--- src/rtl/uart_pkg.sv ---
`default_nettype none
// ============================================================================
//  Module   : uart_pkg
//  Purpose  : Shared UART types, default line parameters and baud arithmetic.
//  Revision : 1.0 - initial release
// ============================================================================
package uart_pkg;

  typedef enum logic [1:0] {
    IDLE  = 2'd0,
    START = 2'd1,
    DATA  = 2'd2,
    STOP  = 2'd3
  } rx_state_t;

  localparam int unsigned DEF_CLK_FREQ = 50_000_000;
  localparam int unsigned DEF_BAUD     = 9600;

  // Clocks per bit; the transmit side uses the same rounding so both agree.
  function automatic int unsigned calc_bps(input int unsigned clk_freq,
                                           input int unsigned baud);
    return clk_freq / baud;
  endfunction

endpackage
`default_nettype wire

--- src/rtl/rx_module_if.sv ---
`default_nettype none
// ============================================================================
//  Module   : rx_module_if
//  Purpose  : Serial line, enable and received-byte signals of the UART receiver.
//  Revision : 1.0 - initial release
// ============================================================================
interface rx_module_if;
  logic       rx_en_sig;
  logic       rx_pin_in;
  logic [7:0] rx_data;
  logic       rx_done_sig;
  logic       rx_frame_err;
  logic       rx_busy;

  modport master (
    output rx_en_sig, rx_pin_in,
    input  rx_data, rx_done_sig, rx_frame_err, rx_busy
  );

  modport slave (
    input  rx_en_sig, rx_pin_in,
    output rx_data, rx_done_sig, rx_frame_err, rx_busy
  );
endinterface
`default_nettype wire

--- src/rtl/rx_bps_module.sv ---
`default_nettype none
// ============================================================================
//  Module   : rx_bps_module
//  Purpose  : Baud counter; one-cycle tick at HALF-1 (half mode) or BPS-1.
//  Revision : 1.0 - initial release
// ============================================================================
module rx_bps_module #(
  parameter int unsigned BPS = 16
) (
  input  logic clk,
  input  logic rst,
  input  logic clr,
  input  logic half_mode,
  output logic bps_tick
);

  localparam int unsigned   CW        = $clog2(BPS);
  localparam logic [CW-1:0] FULL_LAST = CW'(BPS - 1);
  localparam logic [CW-1:0] HALF_LAST = CW'(BPS / 2 - 1);

  logic [CW-1:0] cnt_q, cnt_d;

  // Counter wraps on its own tick so consecutive bit periods need no clear.
  always_comb begin
    bps_tick = (cnt_q == (half_mode ? HALF_LAST : FULL_LAST));
    cnt_d    = cnt_q + CW'(1);
    if (clr || bps_tick) begin
      cnt_d = '0;
    end
  end

  always_ff @(posedge clk) begin
    if (rst) begin
      cnt_q <= '0;
    end else begin
      cnt_q <= cnt_d;
    end
  end

endmodule
`default_nettype wire

--- src/rtl/rx_module.sv ---
`default_nettype none
// ============================================================================
//  Module   : rx_module
//  Purpose  : 8N1 UART receiver: synchroniser, frame FSM, shift and output regs.
//  Revision : 1.0 - initial release
// ============================================================================
module rx_module
  import uart_pkg::*;
#(
  parameter int unsigned CLK_FREQ = DEF_CLK_FREQ,
  parameter int unsigned BAUD     = DEF_BAUD
) (
  input  logic        clk,
  input  logic        rst,
  rx_module_if.slave  rx_if
);

  localparam int unsigned BPS = calc_bps(CLK_FREQ, BAUD);

  generate
    if (BPS < 4) begin : g_bps_chk
      $error("rx_module: CLK_FREQ/BAUD must be at least 4");
    end
  endgenerate

  rx_state_t  state_q, state_d;
  logic       s1_q, s2_q, s3_q, fall_q;
  logic       s1_d, s2_d, s3_d, fall_d;
  logic [2:0] bit_idx_q, bit_idx_d;
  logic [7:0] shift_q, shift_d;
  logic [7:0] data_q, data_d;
  logic       done_q, done_d;
  logic       err_q, err_d;
  logic       busy_q, busy_d;
  logic       cnt_clr, half_mode, bps_tick;

  rx_bps_module #(.BPS(BPS)) u_bps (
    .clk       (clk),
    .rst       (rst),
    .clr       (cnt_clr),
    .half_mode (half_mode),
    .bps_tick  (bps_tick)
  );

  // The edge detect is registered, so START is entered three edges after
  // the line is first sampled low.
  always_comb begin
    s1_d   = rx_if.rx_pin_in;
    s2_d   = s1_q;
    s3_d   = s2_q;
    fall_d = s3_q & ~s2_q;
  end

  always_comb begin
    state_d   = state_q;
    bit_idx_d = bit_idx_q;
    shift_d   = shift_q;
    data_d    = data_q;
    done_d    = 1'b0;
    err_d     = 1'b0;
    cnt_clr   = (state_q == IDLE);
    half_mode = (state_q == START);

    case (state_q)
      IDLE: begin
        if (fall_q) begin
          state_d   = START;
          bit_idx_d = '0;
        end
      end
      START: begin
        if (bps_tick) begin
          state_d = s2_q ? IDLE : DATA;
        end
      end
      DATA: begin
        if (bps_tick) begin
          shift_d   = {s2_q, shift_q[7:1]};
          bit_idx_d = bit_idx_q + 3'd1;
          if (bit_idx_q == 3'd7) begin
            state_d = STOP;
          end
        end
      end
      STOP: begin
        // Leaving at mid-stop-bit leaves half a bit to catch the next start.
        if (bps_tick) begin
          if (s2_q) begin
            data_d = shift_q;
            done_d = 1'b1;
          end else begin
            err_d = 1'b1;
          end
          state_d = IDLE;
        end
      end
      default: state_d = IDLE;
    endcase

    if (!rx_if.rx_en_sig) begin
      state_d = IDLE;
      data_d  = data_q;
      done_d  = 1'b0;
      err_d   = 1'b0;
    end

    busy_d = (state_d != IDLE);
  end

  always_ff @(posedge clk) begin
    if (rst) begin
      state_q   <= IDLE;
      s1_q      <= 1'b1;
      s2_q      <= 1'b1;
      s3_q      <= 1'b1;
      fall_q    <= 1'b0;
      bit_idx_q <= '0;
      shift_q   <= '0;
      data_q    <= '0;
      done_q    <= 1'b0;
      err_q     <= 1'b0;
      busy_q    <= 1'b0;
    end else begin
      state_q   <= state_d;
      s1_q      <= s1_d;
      s2_q      <= s2_d;
      s3_q      <= s3_d;
      fall_q    <= fall_d;
      bit_idx_q <= bit_idx_d;
      shift_q   <= shift_d;
      data_q    <= data_d;
      done_q    <= done_d;
      err_q     <= err_d;
      busy_q    <= busy_d;
    end
  end

  assign rx_if.rx_data      = data_q;
  assign rx_if.rx_done_sig  = done_q;
  assign rx_if.rx_frame_err = err_q;
  assign rx_if.rx_busy      = busy_q;

endmodule
`default_nettype wire
--- src/flat_wrapper.sv ---
// flat-port wrapper written by rule: the top's interface ports become plain ports
module rx_module_flat import uart_pkg::*;
#(
  parameter int unsigned CLK_FREQ = DEF_CLK_FREQ,
  parameter int unsigned BAUD     = DEF_BAUD
)
  (clk, rst, rx_if_rx_en_sig, rx_if_rx_pin_in, rx_if_rx_data, rx_if_rx_done_sig, rx_if_rx_frame_err, rx_if_rx_busy);
  rx_module_if rx_if_i ();
  input  logic clk;
  input  logic rst;
  input wire logic [$bits(rx_if_i.rx_en_sig)-1:0] rx_if_rx_en_sig;
  input wire logic [$bits(rx_if_i.rx_pin_in)-1:0] rx_if_rx_pin_in;
  output wire logic [$bits(rx_if_i.rx_data)-1:0] rx_if_rx_data;
  output wire logic [$bits(rx_if_i.rx_done_sig)-1:0] rx_if_rx_done_sig;
  output wire logic [$bits(rx_if_i.rx_frame_err)-1:0] rx_if_rx_frame_err;
  output wire logic [$bits(rx_if_i.rx_busy)-1:0] rx_if_rx_busy;
  assign rx_if_i.rx_en_sig = rx_if_rx_en_sig;
  assign rx_if_i.rx_pin_in = rx_if_rx_pin_in;
  assign rx_if_rx_data = rx_if_i.rx_data;
  assign rx_if_rx_done_sig = rx_if_i.rx_done_sig;
  assign rx_if_rx_frame_err = rx_if_i.rx_frame_err;
  assign rx_if_rx_busy = rx_if_i.rx_busy;
  rx_module #(.CLK_FREQ(CLK_FREQ), .BAUD(BAUD)) u_core (.clk(clk), .rst(rst), .rx_if(rx_if_i));
endmodule
--- config.mk ---
export PLATFORM = sky130hd
export DESIGN_NAME = rx_module_flat
export DESIGN_NICKNAME = d
export VERILOG_FILES = /design/src/rtl/uart_pkg.sv /design/src/rtl/rx_module_if.sv /design/src/rtl/rx_bps_module.sv /design/src/rtl/rx_module.sv /design/src/flat_wrapper.sv
export SDC_FILE = /design/constraint.sdc
export NUM_CORES = 1
export LEC_CHECK = 0
export CORE_AREA = 8 8 80 82
export CTS_CLUSTER_DIAMETER = 30
export DETAILED_ROUTE_END_ITERATION = 10
export DIE_AREA = 0 0 88 90
export SLEW_MARGIN = 20
export SYNTH_ARGS = -nofsm -noshare
export SYNTH_HDL_FRONTEND = slang
export SYNTH_HIERARCHICAL = 1
export SYNTH_SLANG_ARGS = --single-unit
--- constraint.sdc ---
create_clock -name clk -period 3.9 [get_ports clk]
set_input_delay 0.585 -clock clk [delete_from_list [all_inputs] [get_ports clk]]
set_output_delay 0.585 -clock clk [all_outputs]
set_load 0.1 [all_outputs]
After elaboration in Yosys (flattened, before gate mapping) --
Index checks and enable logic that the tools add are counted.
Word-level totals: register bits after elaboration 41, bits of input ports 4, output and inout bits 11, word-level logic and storage cells 49
Operators by class: add/sub/neg operators 2, equal/unequal tests 7, multiplexer cells 14, bitwise logic cells 5, reduce and logical (&&, ||, !) cells 9
Operators with widths (count):
- $mux 2 | 7
- $add 13x1->13 const B | 1
- $eq 13x13->1 | 1
- $mux 13 | 1
- $pmux 2 s4 | 1
- $mux 3 | 2
- $pmux 3 s2 | 1
- $eq 2x2->1 const B | 2
- $ne 2x1->1 const B | 2
- $not 1->1 | 4
- $reduce_and 4->1 | 1
- $reduce_bool 2->1 | 2
- $reduce_or 4->1 | 1
- $add 3x1->3 const B | 1
- $eq 3x3->1 const B | 1
- $reduce_and 3->1 | 1
- $eq 2x1->1 const B | 1
- $logic_not 2->1 | 1
- $mux 1 | 2
- $reduce_and 2->1 | 1
- $reduce_or 2->1 | 1
- $and 1x1->1 | 1
- $logic_or 1x1->1 | 1

Longest topological paths before layout --
Gate-level depths: netlist of the first run.
depth in word-level cells 7, gate-level depth with buffers 8

Cells and area by module --
Netlist of the first run, hierarchy kept.
By module, submodules not included:
- rx_module | times used 1, cells an instance 110, area each 1114.8 µm², seq. area each 560.5 µm²
- rx_bps_module | times used 1, cells an instance 68, area each 629.4 µm², seq. area each 260.2 µm²

Worst setup path after synthesis of the first run --
OpenSTA, ideal clock, no wires.
path type flip-flop to flip-flop, start register u_core.state_q[0], end register u_core.data_q[0] (netlist: u_core/rx_if.rx_data[0]), setup time 72 ps, data arrival time 2028 ps, setup slack 1800 ps, stages on the path, launching flop included 8, path buffers 1, period minus slack after synthesis 2100 ps, cells stage by stage dfxtp_1 -> buf_2 -> nor2b_1 -> mux2i_1 -> nor3_1 -> nand4_2 -> nor2_4 -> mux2i_1
Between the ends: cells in the longest elaborated chain, start to end 4
Ends and longest elaborated chain:
- start, declared | RTL line rx_module.sv:26 | rx_state_t state_q, state_d;
- start signal, assigned | RTL line rx_module.sv:124 | state_q <= state_d;
- $eq 2x1->1 | RTL line rx_module.sv:62 | half_mode = (state_q == START);
- via u_core.half_mode | RTL line rx_module.sv:35 | logic cnt_clr, half_mode, bps_tick;
- $mux 13 | RTL line rx_bps_module.sv:25 | bps_tick = (cnt_q == (half_mode ? HALF_LAST : FULL_LAST));
- $eq 13x13->1 | RTL line rx_bps_module.sv:25
- via u_core.bps_tick | RTL line rx_module.sv:35
- $reduce_and 4->1 (no line)
- end signal, assigned | RTL line rx_module.sv:131 | data_q <= data_d;
- end, declared | RTL line rx_module.sv:31 | logic [7:0] data_q, data_d;
The timed path passes the listed nets, and every way through them passes these cells. A chain may end at the register's enable or synchronous reset.

Final worst setup path of the first run --
start register u_core.state_q[0], end register u_core.bit_idx_q[0]
Between the ends: cells in the longest elaborated chain, start to end 5
Ends and longest elaborated chain:
- $eq 2x1->1 | RTL line rx_module.sv:62
- via u_core.half_mode | RTL line rx_module.sv:35
- $mux 13 | RTL line rx_bps_module.sv:25
- $eq 13x13->1 | RTL line rx_bps_module.sv:25
- via u_core.bps_tick | RTL line rx_module.sv:35
- $ne 2x1->1 (no line)
- $reduce_and 3->1 (no line)
- end signal, assigned | RTL line rx_module.sv:129 | bit_idx_q <= bit_idx_d;
- end, declared | RTL line rx_module.sv:29 | logic [2:0] bit_idx_q, bit_idx_d;
The timed path passes the listed nets, and every way through them passes these cells.

==> impl_metrics.ini, run 1 <==
[run_status]
status = completed

[worst_setup_path]
required_ps = 4120
path_class = flop to flop
timing.rr.end = u_core/bit_idx_q[0]$_SDFFE_PP0P_
worstPathArrival_ps = 2960
reg2reg_from = u_core/state_q[0]$_SDFF_PP0_
critPathCaptureType = flop
reg2reg_slack_ps = 1160
path_max_fanout = 12
setup.worst_path.start_class = flop
r2r_cells = 6

[clocking]
clock_latency_ps = 290
path_clk_slew_ps = 80
h-tree-depth = 2
numCtsBuffers = 5
cts_tree = yes
clock-sinks = 41
cts-root-buf = clkbuf_8
ctsHoldBuffers = 0
cts_max_path_buffers = 2
cts_setup_buffers = 0
postCtsResizedCells = 0

[sta]
rsz0062_at_grt = no
fin_crit_sh = 0.7028
clock_skew_ps = 3.676
max_slew_margin = 0.3459
setup_viol = 0
layout_min_cycle_time_ps = 2741
finalHoldViolations = 0
finalMaxSlewViolations = 0
fin_setup_tns_ps = 0
fmax_mhz = 364.8
worst_pin_slew_ps = 978.1

[route]
drtIter0Drc = 58
routed_via_density = 4.485
post_drt_wl_per_cell_um = 10.98
vias = 1193
routed_wl_um = 2922
first_pass_iters = 4
ant_nets = 0
route.detailed.drc = 0

[yosys]
synthTopCellsByCount = 41 x dfxtp_1, 27 x nor2_1, 20 x mux2i_1
synth_warnings = 6
async_flop_share = 0
synth_top_cells_by_area = dfxtp_1 47%, mux2i_1 11%, nand2b_1 6.8%
synth_edf_count = 0
synth_seq_cells = 41
syn_nets = 185
yosys.area.top_type = dfxtp_1
syn_area_per_cell_um2 = 9.799
syn_area_mm2 = 0.001744
ys_seq_area_frac = 0.4706
synth-main-ff-cell = dfxtp_1
syn_inst = 178
synth_cell_types = 32
yosysMostFrequentCell = dfxtp_1
synth_top_area_frac = 0.4706

[die]
ios = 15
die_x_um = 88
die_h_um = 90
die_area_mm2 = 0.007920
start_util = 0.3331
num_rows = 27
core-area_mm2 = 0.005236

[power_and_ir_drop]
irDropWorstVdd_mv = 0.2005
internal_power_mw = 0.6363
p_seq_frac = 0.531
p_leak_nw = 0.7267
switching_power_mw = 0.1575
p_per_area_mw_per_mm2 = 385.4
pwr-share-clk = 0.448
combPwrFrac = 0.021
swShare = 0.1984

[hold_path]
whs_path_depth = 1
min_from = u_core/s1_q$_SDFF_PP1_
min_path_type = flop to flop
hold_end = u_core/s2_q$_SDFF_PP1_

[grt]
grt_first_pass_wirelength_um = 5002
grt_overflow = 0
grt_pass1_vias = 1096
grt_max_degree = 19
groute.usage.overall = 0.08069
antenna_found_initial = 0

[placement]
globalplace.congestion = 0.7355
io_buffers = 14
dp_hpwl_um = 2098

[cells_and_area]
fin_util = 0.3933
area_growth_pct = 18.08
drive_gt1_frac = 0.1031
insertedDiodeCount = 0
nNetsFinal = 200

[run]
drv_cap = 0
power groups by stage:
stage               Sequential, mW  Combinational, mW  Clock, mW
CTS                          0.421             0.0172      0.368
global placement             0.431             0.0172          0
floorplan                    0.432             0.0102          0
finish                       0.421             0.0167      0.356
detailed placement           0.431             0.0172          0
global route                 0.422             0.0188      0.379
sequential cells by signal, summed over array words and instances, names as in the netlist:
register                   cells
u_core/fall_q                  1
u_core/shift_q                 8
u_core/s2_q                    1
u_core/rx_if.rx_frame_err      1
u_core/rx_if.rx_data           8
u_core/bit_idx_q               3
u_core/rx_if.rx_done_sig       1
u_core/s3_q                    1
u_core/u_bps/cnt_q            13
u_core/s1_q                    1
u_core/state_q                 2
u_core/rx_if.rx_busy           1
worst max path at each step:
stage / from / to / slack, ps
2_1_floorplan: u_core/state_q[0]$_SDFF_PP0_ / u_core/rx_if.rx_data[0]$_SDFFE_PP0P_ / 1800
3_3_place_gp: u_core/state_q[0]$_SDFF_PP0_ / u_core/bit_idx_q[0]$_SDFFE_PP0P_ / 1310
3_5_place_dp: u_core/state_q[0]$_SDFF_PP0_ / u_core/bit_idx_q[0]$_SDFFE_PP0P_ / 1160
4_1_cts: u_core/state_q[0]$_SDFF_PP0_ / u_core/bit_idx_q[0]$_SDFFE_PP0P_ / 1170
5_1_grt: u_core/state_q[0]$_SDFF_PP0_ / u_core/bit_idx_q[0]$_SDFFE_PP0P_ / 850
6_report: u_core/state_q[0]$_SDFF_PP0_ / u_core/bit_idx_q[0]$_SDFFE_PP0P_ / 1160
worst max-delay path, cell delays in order, from the launching register on:
cell and delay [ps]:
dfxtp_1 500, nor2b_1 300, mux2i_1 160, nor3_1 640
nand3b_1 560, or2_0 370, a21oi_1 130
cell families after synthesis:
| group | count (synthesis) | share of synthesized area |
|---|---|---|
| AOI/OAI and AO/OA | 9 | 0.03228 |
| xor gates and xnor gates | 11 | 0.05524 |
| and+or+nand+nor | 82 | 0.2704 |
| muxes | 20 | 0.1148 |
| DFF | 41 | 0.4706 |
| adders and majority gates | 3 | 0.02152 |
| buffers and inverters | 12 | 0.03515 |
placed cells by master (no fill, tap or decap), types with 2 or more instances in the layout:
cell type / count
nand3_1: 3
clkdlybuf4s50_1: 14
inv_1: 5
nand2b_1: 19
dfxtp_1: 41
nand4_1: 3
clkbuf_8: 6
o21ai_0: 3
xor2_1: 4
and4bb_2: 2
a21oi_1: 4
or2_2: 3
xnor2_1: 7
nand4b_1: 3
nor3_1: 9
nor2_1: 27
ha_1: 3
mux2i_1: 20
nand2_1: 4
per-stage QoR:
| stage | hold slack (ps) | total power [mW] | area (um2) | setup WS [ps] | instances |
|---|---|---|---|---|---|
| finish | 411.9 | 0.7937 | 2059 | 1159 | 266 |
| CTS | 413.2 | 0.8065 | 2059 | 1174 | 266 |
| detailed placement | 393.3 | 0.4485 | 1939 | 1161 | 258 |
| global route | 431.1 | 0.8191 | 2059 | 853.4 | 266 |
| global placement | 397.2 | 0.4486 | 1939 | 1306 | 258 |
| floorplan | 389.5 | 0.4419 | 1744 | 1800 | 178 |
final cells by class:
type	count	area, um2
clock buffer	6	82.58
clock inverter	2	37.54
fill	538	3177
inverter	5	18.77
multi-input combinational	125	862.1
sequential	41	820.8
tap	72	90.09
timing repair buffer	15	147.6
metal layers:
layer | GRT usage | wire (um) | share of wire | up-vias
li1 | - | - | - | 631
met1 | 0.09414 | 1412 | 0.48 | 546
met2 | 0.1237 | 1347 | 0.46 | 9
met3 | 0.03003 | 100 | 0.034 | 7
met4 | 0.04304 | 61 | 0.021 | 0
met5 | 0 | 0 | 0 | -
No activity file was read; power rests on OpenSTA's default activity.
==> run 2, diff against run 1 <==
==> constraint.sdc (replaced) <==
create_clock -name clk -period 2.2 [get_ports clk]
set_input_delay 0.33 -clock clk [delete_from_list [all_inputs] [get_ports clk]]
set_output_delay 0.33 -clock clk [all_outputs]
set_load 0.1 [all_outputs]
==> impl_metrics.ini, run 2 (same netlist as run 1, synthesis figures left out) <==
[run_status]
status = completed

[clocking]
postCtsResizedCells = 0
clock_latency_ps = 290
cts_setup_buffers = 0
cts_tree = yes
clock-sinks = 41
cts_max_path_buffers = 2
cts-root-buf = clkbuf_8
h-tree-depth = 2
numCtsBuffers = 5
path_clk_slew_ps = 80
ctsHoldBuffers = 0

[placement]
globalplace.congestion = 0.7446
dp_cells = 264
pre_cts_ws_ps = 243.5
dp_hpwl_um = 2203
io_buffers = 14

[route]
drtIter0Drc = 65
ant_nets = 0
routed_wl_um = 3171
post_drt_wl_per_cell_um = 11.66
first_pass_iters = 4
routed_via_density = 4.548
route.detailed.drc = 0
vias = 1237

[worst_setup_path]
path_max_fanout = 8
setup.worst_path.start_class = flop
path_class = flop to flop
required_ps = 2410
worstPathArrival_ps = 2200
critPathCaptureType = flop

[cells_and_area]
top_register = u_core/u_bps/cnt_q
fin_cells = 272
layout_commonest_cell = dfxtp_1
insertedDiodeCount = 0
area_growth_pct = 16.79
multiInputGateArea_um2 = 862.1
drive_gt1_frac = 0.1700
fillers = 522
final-seq-area_um2 = 820.8
final_cell_mix = 41 x dfxtp_1, 27 x nor2_1, 20 x mux2i_1, 19 x nand2b_1, 18 x buf_4
nNetsFinal = 206
largest_register_ffs = 13

[power_and_ir_drop]
p_per_area_mw_per_mm2 = 615.6
p_leak_nw = 0.7610
finalPower_mw = 1.254
irDropWorstVdd_mv = 0.3629

[hold_path]
min_path_type = flop to flop

[run]
drv_cap = 0

[sta]
worst_pin_slew_ps = 323.7
fin_ws_ps = 211.1
clock_skew_ps = 9.809
fmax_mhz = 502.8
fin_crit_sh = 0.9041
finalHoldViolations = 0
fin_setup_tns_ps = 0
max_slew_margin = 0.7837
rsz0062_at_grt = no
setup_viol = 0
layout_min_cycle_time_ps = 1989
fin_hold_ws_ps = 411.4
finalMaxSlewViolations = 0

[grt]
groute.usage.overall = 0.08885
grt_pass1_vias = 1184
grt_max_degree = 27
grt_overflow = 0
grt_first_pass_wirelength_um = 5506
antenna_found_initial = 0

[die]
core-area_mm2 = 0.005236
start_util = 0.3331
die_area_mm2 = 0.007920
die_x_um = 88
num_rows = 27
ios = 15
die_h_um = 90
## run 2: cell types whose count changed in the layout (fill, tap and decap cells not counted)
| cell | before | now |
|---|---|---|
| clkbuf_1 | 0 | 3 |
| buf_4 | 1 | 18 |
| clkinvlp_4 | 1 | 0 |
| clkdlybuf4s50_1 | 14 | 3 |
| clkbuf_8 | 6 | 5 |
| bufinv_16 | 1 | 0 |
## run 2: metrics by stage
| stage | util | area [um2] |
|---|---|---|
| 6_report | 0.3890 | 2037 |
| 4_1_cts | 0.3890 | 2037 |
| 5_1_grt | 0.3890 | 2037 |
| 3_3_place_gp | 0.3737 | 1957 |
| 3_5_place_dp | 0.3737 | 1957 |
| 2_1_floorplan | - | 1744 |
## run 2: path summary, 6_finish.rpt
check | slack (ps) | endpoint | start | cells past startpoint
max | 210 | u_core/rx_if.rx_data[4]$_SDFFE_PP0P_ | u_core/u_bps/cnt_q[2]$_SDFF_PP0_ | 7
min reg2reg | 410 | u_core/s2_q$_SDFF_PP1_ | u_core/s1_q$_SDFF_PP1_ | 1
min | 410 | u_core/s2_q$_SDFF_PP1_ | u_core/s1_q$_SDFF_PP1_ | 1
max reg2reg | 210 | u_core/rx_if.rx_data[4]$_SDFFE_PP0P_ | u_core/u_bps/cnt_q[2]$_SDFF_PP0_ | 7
## run 2: area by class of cell
class                           instances  share of cell area
Inverter                                5            0.009214
Timing Repair Buffer                   21             0.08108
Tap cell                               72             0.04423
Clock buffer                            8             0.03931
Sequential cell                        41              0.4029
Multi-Input combinational cell        125              0.4232
## run 2: where the power goes
group | total [mW] | internal, mW | switching (mW)
Clock | 0.474 | 0.226 | 0.249
Sequential | 0.747 | 0.745 | 0.00197
Combinational | 0.0330 | 0.0161 | 0.0169
Total | 1.25 | 0.986 | 0.268
## run 2: metal layers
layer	part of all wire	routed length, um	GRT usage
met1	0.48	1521	0.1076
met2	0.46	1444	0.1293
met3	0.034	108	0.02821
met4	0.030	96	0.06026
met5	0	0	0
## run 2: critical path, cell delays in order, from the launching register on
cell	delay (ps)
dfxtp_1	370
and4bb_2	330
mux2i_1	110
nor3_1	210
buf_4	180
nand4_2	170
nor2_4	310
mux2i_1	240
==> run 3, diff against run 2 <==
--- a/config.mk
+++ b/config.mk
@@ -5,10 +5,11 @@
 export SDC_FILE = /design/constraint.sdc
 export NUM_CORES = 1
 export LEC_CHECK = 0
-export CORE_AREA = 8 8 80 82
-export CTS_CLUSTER_DIAMETER = 30
+export CORE_AREA = 10 10 82 84
+export CTS_CLUSTER_DIAMETER = 150
 export DETAILED_ROUTE_END_ITERATION = 10
-export DIE_AREA = 0 0 88 90
+export DIE_AREA = 0 0 92 94
+export SKIP_LAST_GASP = 1
 export SLEW_MARGIN = 20
 export SYNTH_ARGS = -nofsm -noshare
 export SYNTH_HDL_FRONTEND = slang
==> impl_metrics.ini, run 3 (same netlist as run 1, synthesis figures left out) <==
[power_and_ir_drop]
finalPower_mw = 1.401
p_per_area_mw_per_mm2 = 675.5
p_leak_nw = 0.7782
irDropWorstVdd_mv = 0.1822

[worst_setup_path]
timing.rr.end = u_core/rx_if.rx_data[2]$_SDFFE_PP0P_
path_cells = and4b_2 -> mux2i_1 -> nor3_1 -> buf_4 -> nand4_2 -> nor2_4 -> mux2i_1
required_ps = 2420
slowest_delay_ps = 450
setup.worst_path.start_class = flop
reg2reg_from = u_core/u_bps/cnt_q[2]$_SDFF_PP0_
cpMaxStageDelayCell = dfxtp_1
path_class = flop to flop
worstPathArrival_ps = 2120
reg2reg_slack_ps = 290
cpMostUsedCell = mux2i_1
critPathCaptureType = flop
path_max_fanout = 8
r2r_cells = 7

[grt]
grt_overflow = 0
groute.usage.overall = 0.07640
grt_pass1_vias = 1193
grt_first_pass_wirelength_um = 5423
grt_max_degree = 30
antenna_found_initial = 0

[run_status]
status = completed

[route]
route.detailed.drc = 0
routed_via_density = 4.556
routed_wl_um = 3181
ant_nets = 0
post_drt_wl_per_cell_um = 11.78
vias = 1230
first_pass_iters = 4
drtIter0Drc = 56

[clocking]
clock-sinks = 41
cts_setup_buffers = 0
postCtsResizedCells = 0
cts_tree = yes
cts_max_path_buffers = 2
cts-root-buf = clkbuf_8
clock_latency_ps = 290
ctsHoldBuffers = 0
h-tree-depth = 2
path_clk_slew_ps = 70
numCtsBuffers = 5

[sta]
fin_setup_tns_ps = 0
finalHoldViolations = 0
fmax_mhz = 524.1
finalMaxSlewViolations = 0
max_slew_margin = 0.7869
fin_ws_ps = 291.9
setup_viol = 0
worst_pin_slew_ps = 318.7
rsz0062_at_grt = no
layout_min_cycle_time_ps = 1908
fin_crit_sh = 0.8673
clock_skew_ps = 6.063

[placement]
io_buffers = 14
globalplace.congestion = 0.7745
pre_cts_ws_ps = 300.6
dp_hpwl_um = 2298

[hold_path]
min_path_type = flop to flop
whs_path_depth = 1
min_from = u_core/s1_q$_SDFF_PP1_
hold_end = u_core/s2_q$_SDFF_PP1_

[cells_and_area]
layout_commonest_cell = dfxtp_1
largest_register_ffs = 13
final_cell_mix = 41 x dfxtp_1, 27 x nor2_1, 20 x mux2i_1, 19 x nand2b_1, 18 x buf_4
fillers = 537
top_register = u_core/u_bps/cnt_q
insertedDiodeCount = 0
nNetsFinal = 206
area_growth_pct = 18.94
drive_gt1_frac = 0.1850

[die]
ios = 15
num_rows = 26
start_util = 0.3437
die_h_um = 94
die_x_um = 92
die_area_mm2 = 0.008648
core-area_mm2 = 0.005075

[run]
drv_cap = 0
[run 3: layout make-up]
class,instances,area (um2),share of cell area
tap,70,87.58,0.04222
sequential,41,820.8,0.3957
clock buffer,6,82.58,0.03981
timing repair buffer,21,165.2,0.07961
multi-input combinational,125,862.1,0.4156
clock inverter,2,37.54,0.01809
inverter,5,18.77,0.009047
[run 3: how the worst max path moves through the flow]
stage / start / to / slack (ps) / cells after the start
3_3_place_gp: u_core/u_bps/cnt_q[2]$_SDFF_PP0_ / u_core/rx_if.rx_data[6]$_SDFFE_PP0P_ / 330 / 7
4_1_cts: u_core/u_bps/cnt_q[2]$_SDFF_PP0_ / u_core/rx_if.rx_data[2]$_SDFFE_PP0P_ / 280 / 7
2_1_floorplan: u_core/state_q[0]$_SDFF_PP0_ / u_core/rx_if.rx_data[0]$_SDFFE_PP0P_ / 100 / 7
3_5_place_dp: u_core/u_bps/cnt_q[2]$_SDFF_PP0_ / u_core/rx_if.rx_data[2]$_SDFFE_PP0P_ / 300 / 7
5_1_grt: u_core/u_bps/cnt_q[12]$_SDFF_PP0_ / u_core/rx_if.rx_data[3]$_SDFFE_PP0P_ / 90 / 7
6_report: u_core/u_bps/cnt_q[2]$_SDFF_PP0_ / u_core/rx_if.rx_data[2]$_SDFFE_PP0P_ / 290 / 7
[run 3: power by group]
| group | total [mW] | switching (mW) | internal, mW |
|---|---|---|---|
| Combinational | 0.0320 | 0.0169 | 0.0151 |
| Clock | 0.623 | 0.254 | 0.369 |
| Sequential | 0.747 | 0.00202 | 0.745 |
| Total | 1.40 | 0.273 | 1.13 |
[run 3: per-stage QoR]
stage                     hold WS (ps)    util  std cells  area [um2]
after floorplan                  389.5       -        178        1744
after global placement           395.3  0.3851        262        1954
after detailed placement         395.2  0.3851        262        1954
after CTS                        412.6  0.4088        270        2074
after global routing             431.1  0.4088        270        2074
final                            410.4  0.4088        270        2074
[run 3: metal layers]
layer  part of all wire  global-route usage  vias up  wire (um)
li1                   -                   -      646          -
met1               0.50             0.09015      567       1576
met2               0.45              0.1200       13       1444
met4              0.015             0.03856        0         47
met3              0.035             0.02718        4        112
met5                  0                   0        -          0
[run 3: worst max-delay path, delay by kind of cell, from the launching register on]
family	cells	cell delay [ps]
flops	1	450
mux	2	310
simple gates	4	890
buf+inv	1	180
